--- src/rtl/systolic_pkg.sv ---
// Shared definitions for the systolic array and its edge feeder: default
// geometry, the feeder state encoding and counter-width helpers.
package systolic_pkg;

  // Default geometry shared by the feeder and the PE array.
  localparam int N_DEF   = 8;  // signed element width
  localparam int DIM_DEF = 4;  // array is DIM x DIM
  localparam int K_DEF   = 4;  // beats per job (inner dimension)

  typedef enum logic [1:0] {
    IDLE,
    FEED,
    FLUSH,
    DONE
  } feeder_state_t;

  // beat_cnt must hold 0..K.
  function automatic int beat_cnt_w(input int k);
    return $clog2(k + 1);
  endfunction

  // flush_cnt must hold 0..2*(DIM-1).
  function automatic int flush_cnt_w(input int dim);
    return $clog2(2 * dim);
  endfunction

  localparam int BEAT_CNT_W  = beat_cnt_w(K_DEF);
  localparam int FLUSH_CNT_W = flush_cnt_w(DIM_DEF);

endpackage

--- src/rtl/skew_delay_line.sv ---
// Fixed-depth register pipeline used to skew one edge lane of the array.
module skew_delay_line #(
  parameter int WIDTH = 8,
  parameter int DEPTH = 1
) (
  input  logic             clk,
  input  logic             rst,
  input  logic [WIDTH-1:0] din,
  output logic [WIDTH-1:0] dout
);

  logic [DEPTH-1:0][WIDTH-1:0] stage;

  // Shift the lane one stage per cycle; stage 0 takes the injected value.
  // NOTE: every stage is reset, not just the head, so a reset mid-job never
  // lets stale operands drain into the PE accumulators afterwards.
  always_ff @(posedge clk or posedge rst) begin
    if (rst) begin
      stage <= '0;
    end else begin
      // NOTE: non-blocking assignments make all stages sample their
      // predecessor's old value, so the loop order does not matter.
      stage[0] <= din;
      for (int s = 1; s < DEPTH; s++) begin
        stage[s] <= stage[s-1];
      end
    end
  end

  assign dout = stage[DEPTH-1];

endmodule

--- src/rtl/systolic_skew_feeder.sv ---
// West/north edge feeder for the systolic array: accepts one A column and
// one B row per beat, zero-fills idle cycles, skews lane i by i+1 cycles and
// signals when the far-corner PE has absorbed the job's last product.
module systolic_skew_feeder
  import systolic_pkg::*;
#(
  parameter int N   = N_DEF,
  parameter int DIM = DIM_DEF,
  parameter int K   = K_DEF
) (
  input  logic                        clk,
  input  logic                        rst,
  input  logic                        in_valid,
  output logic                        in_ready,
  input  logic signed [DIM-1:0][N-1:0] in_a,
  input  logic signed [DIM-1:0][N-1:0] in_b,
  output logic signed [DIM-1:0][N-1:0] x_out,
  output logic signed [DIM-1:0][N-1:0] y_out,
  output logic                        busy,
  output logic                        done
);

  localparam int BW        = beat_cnt_w(K);
  localparam int FW        = flush_cnt_w(DIM);
  // Cycles from the first flush cycle until the far corner holds the result.
  localparam int FLUSH_LEN = 2 * (DIM - 1) + 1;

  localparam logic [BW-1:0] LAST_BEAT  = BW'(K - 1);
  localparam logic [FW-1:0] FLUSH_LAST = FW'(FLUSH_LEN - 1);

  feeder_state_t state, next_state;
  logic [BW-1:0] beat_cnt;
  logic [FW-1:0] flush_cnt;
  logic          accept;

  logic signed [DIM-1:0][N-1:0] inj_a, inj_b;

  assign accept = in_valid && in_ready;

  // State register.
  always_ff @(posedge clk or posedge rst) begin
    if (rst) state <= IDLE;
    else     state <= next_state;
  end

  // Next-state logic: beats advance IDLE/FEED, flush length times FLUSH.
  // NOTE: next_state defaults to state first so no path leaves it unassigned
  // and no latch is inferred.
  always_comb begin
    next_state = state;
    unique case (state)
      IDLE:    if (accept) next_state = (K == 1) ? FLUSH : FEED;
      FEED:    if (accept && (beat_cnt == LAST_BEAT)) next_state = FLUSH;
      FLUSH:   if (flush_cnt == FLUSH_LAST) next_state = DONE;
      DONE:    next_state = IDLE;
      default: next_state = IDLE;
    endcase
  end

  // Handshake and status outputs depend on state only.
  always_comb begin
    in_ready = 1'b0;
    busy     = 1'b0;
    done     = 1'b0;
    unique case (state)
      IDLE:    in_ready = 1'b1;
      FEED:    begin in_ready = 1'b1; busy = 1'b1; end
      FLUSH:   busy = 1'b1;
      DONE:    done = 1'b1;
      default: ;
    endcase
  end

  // Beat counter (first beat of a job loads 1) and flush-cycle counter.
  always_ff @(posedge clk or posedge rst) begin
    if (rst) begin
      beat_cnt  <= '0;
      flush_cnt <= '0;
    end else begin
      if (accept)
        beat_cnt <= (state == IDLE) ? BW'(1) : beat_cnt + 1'b1;
      else if (state == DONE)
        beat_cnt <= '0;

      if (state == FLUSH)
        flush_cnt <= (flush_cnt == FLUSH_LAST) ? '0 : flush_cnt + 1'b1;
      else
        flush_cnt <= '0;
    end
  end

  // Zero injection: any cycle without an accepted beat feeds 0x0 pairs.
  always_comb begin
    inj_a = accept ? in_a : '0;
    inj_b = accept ? in_b : '0;
  end

  // Lane i of both edges is delayed by i+1 registers.
  for (genvar i = 0; i < DIM; i++) begin : g_lane
    skew_delay_line #(
      .WIDTH (N),
      .DEPTH (i + 1)
    ) u_skew_a (
      .clk  (clk),
      .rst  (rst),
      .din  (inj_a[i]),
      .dout (x_out[i])
    );

    skew_delay_line #(
      .WIDTH (N),
      .DEPTH (i + 1)
    ) u_skew_b (
      .clk  (clk),
      .rst  (rst),
      .din  (inj_b[i]),
      .dout (y_out[i])
    );
  end

endmodule
--- config.mk ---
export PLATFORM = sky130hd
export DESIGN_NAME = systolic_skew_feeder
export DESIGN_NICKNAME = d
export VERILOG_FILES = /design/src/rtl/systolic_pkg.sv /design/src/rtl/skew_delay_line.sv /design/src/rtl/systolic_skew_feeder.sv
export SDC_FILE = /design/constraint.sdc
export NUM_CORES = 1
export LEC_CHECK = 0
export CAP_MARGIN = 20
export CORE_MARGIN = 3
export CORE_UTILIZATION = 52
export CTS_CLUSTER_DIAMETER = 200
export DETAILED_ROUTE_END_ITERATION = 8
export GPL_TIMING_DRIVEN = 0
export PLACE_DENSITY = 0.93
export SYNTH_ARGS = -nofsm -noshare
export SYNTH_HDL_FRONTEND = slang
export SYNTH_SLANG_ARGS = --single-unit
--- constraint.sdc ---
create_clock -name clk -period 12.1 [get_ports clk]
set_input_delay 2.42 -clock clk [delete_from_list [all_inputs] [get_ports clk]]
set_output_delay 2.42 -clock clk [all_outputs]
set_load 0.01 [all_outputs]
==> out/metrics.yaml <==
first_global_vias: 3285
syn_area_per_cell_um2: 15.9
start_util: 0.540
ys_ff_latch: 168
layout-drive-gt1-share: 0.182
hold_path.class: "flip-flop to flip-flop"
holdBufCountCts: 0
worstPathRequired_ps: 9680
synth-adder-area-share: 0.0164
crit_arrival_ps: 2460
end_kind: "output port"
n_fill_cell: 572
ctsResizeCount: 0
ys_seq_area_frac: 0.789
ant_nets: 0
status: "finished clean"
clock_tree.root_cell: "clkbuf_8"
vias: 2927
drt_iter0_drc: 68
rsz0062_at_grt: "no"
cts.sinks: 168
final_cells: 633
layout_commonest_cell: "dfrtp_1"
htree_levels: 4
core_um2: 9860
ys_types: 23
post_cts_buffers: 0
clock_skew_ps: 7.13
cts_tree: "yes"
ir_worst_vdd_uv: 153
dp.cells: 601
fp.dieH_um: 107
synth_top_family_by_area: "simple AND/OR/NAND/NOR gates"
gp_congestion: 0.744
dieArea_um2: 11500
worstSetupPathType: "flip-flop to output port"
final-setup-viol-count: 0
crit_fanout: 10
timing.hold.ws_ps: 345
dp_hpwl_um: 6840
tns_ps: 0
grt_usage: 0.202
grt_use_met3: 0.0602
synth_fp_nets: 408
drc: 0
grt_max_degree: 105
cts_buffers: 17
io_pins: 134
reg2reg_to: "g_lane[2].u_skew_b.stage[5]"
min_period_ps: 4880
antenna_found_initial: 0
grt_pass1_wl_um: 17100
nNetsFinal: 561
hold_end: "g_lane[2].u_skew_a.dout[1]"
avgViaCountPerCell: 4.62
std_cell_rows: 36
synth_xor_area_frac: 0
power_density_nw_per_um2: 218
final_core_util: 0.752
synthMuxAreaShare: 0.00470
final_cell_mix: "dfrtp_1 (168), clkdlybuf4s50_1 (133), and3_1 (64)"
fmax_ghz: 0.205
final_area_um2: 7410
drt_wl_total_um: 10700
r2r_slack_ps: 10300
io_buffer_count: 133
min_delay_path_depth: 0
hold_viol_final: 0
synth_compound_area_frac: 0.0169
clock_tree.buffer_depth: 2
grtUsageMet1: 0.228
startpoint_type: "flip-flop"
synth_area_um2: 5330
report.final.slew_viol_count: 0
routedWlPerCell_um: 16.9
syn2layout_area_growth_pct: 39.2
clkSlewWorstSetupHoldPaths_ps: 70
yosys.area_share.simple: 0.0872
yosys_warnings: 0
drv_cap: 0
clock_latency_ps: 520
overflow: 0
grt_busiest_layer: "met2"
fin_crit_sh: 0.403
r2r_start: "state[1]"
syn_inst: 334
tightest_slew_ps: 577
grt_util_met2: 0.350
placed_area_um2: 6860
power.leakage_nw: 3.84
dieWidth_um: 107
firstDrtPassIters: 4
worstHoldStart: "g_lane[2].u_skew_a.stage[9]"
n_antenna_cell: 0
ff2ff_path_depth: 6
maxSlewHeadroom: 0.615
-- worst max path at each step --
stage / endpoint / start
after floorplan: beat_cnt[0] / rst
after global placement: g_lane[1].u_skew_a.stage[1] / rst
after detailed placement: in_ready / state[1]
after CTS: in_ready / state[1]
after global routing: in_ready / state[1]
final: in_ready / state[1]
-- layout make-up --
| class | instances | area, µm² | share of cell area |
|---|---|---|---|
| clock buffers | 19 | 422 | 0.0569 |
| inverters | 8 | 35.0 | 0.00473 |
| plain buffers | 62 | 424 | 0.0572 |
| clock inverters | 13 | 136 | 0.0184 |
| flip-flops and latches | 168 | 4200 | 0.567 |
| well taps | 133 | 166 | 0.0224 |
| multi-input cells | 96 | 667 | 0.0900 |
| repair buffers | 134 | 1360 | 0.183 |
-- Yosys cell counts --
cell	n	area, µm²
dfrtp_1	168	4200
and3_1	64	400
buf_4	49	368
inv_1	8	30.0
clkbuf_1	7	26.3
ha_1	7	87.6
buf_2	6	30.0
nand2_1	5	18.8
nor2_1	3	11.3
a21oi_1	2	10.0
o21ai_1	2	10.0
o41ai_1	2	17.5
a211oi_1	1	7.51
a21boi_4	1	18.8
a21oi_4	1	16.3
and2_1	1	6.26
mux2_4	1	15.0
mux2i_1	1	10.0
nand2b_1	1	6.26
nand3b_1	1	7.51
nor3_1	1	5.00
o32a_1	1	10.0
or2_4	1	8.76
-- registers in the layout (all words and copies together) (netlist names) --
register and cells:
g_lane.u_skew_b.stage 48, flush_cnt 3, beat_cnt 3, g_lane.u_skew_b.dout 32, state 2, g_lane.u_skew_a.dout 32, g_lane.u_skew_a.stage 48
-- metal layers --
| metal | vias to the layer above | wire length, µm |
|---|---|---|
| met5 | - | 0 |
| met4 | 0 | 302 |
| met2 | 102 | 5750 |
| met3 | 28 | 578 |
| met1 | 1453 | 4080 |
| li1 | 1344 | - |
-- per-stage QoR --
step | total power, mW | worst slack [ps]
after global routing | 1.70 | 7060
after global placement | 1.10 | 3600
final | 1.62 | 7220
after floorplan | 0.933 | 5130
after detailed placement | 1.12 | 7840
after CTS | 1.64 | 7180
-- cell families (layout without fill, tap and decap cells) --
logic type,count (synthesis),after routing
DFF,168,168
and+or+nand+nor,77,77
buffers and inverters,70,236
AOI/OAI and AO/OA,10,10
adders and majority gates,7,7
muxes,2,2
-- worst max-delay path, cell delays in order (launching register included) --
cell,delay (ps)
dfrtp_1,440
inv_1,130
ha_1,230
or2_4,180
clkbuf_1,300
clkdlybuf4s50_1,660
-- power by group --
group          switching [mW]  leakage [nW]  internal (mW)
Clock                   0.223         0.269          0.280
Sequential             0.0460          2.27          0.683
Combinational           0.170          1.30          0.216
Power figures use the tool's default switching activity.
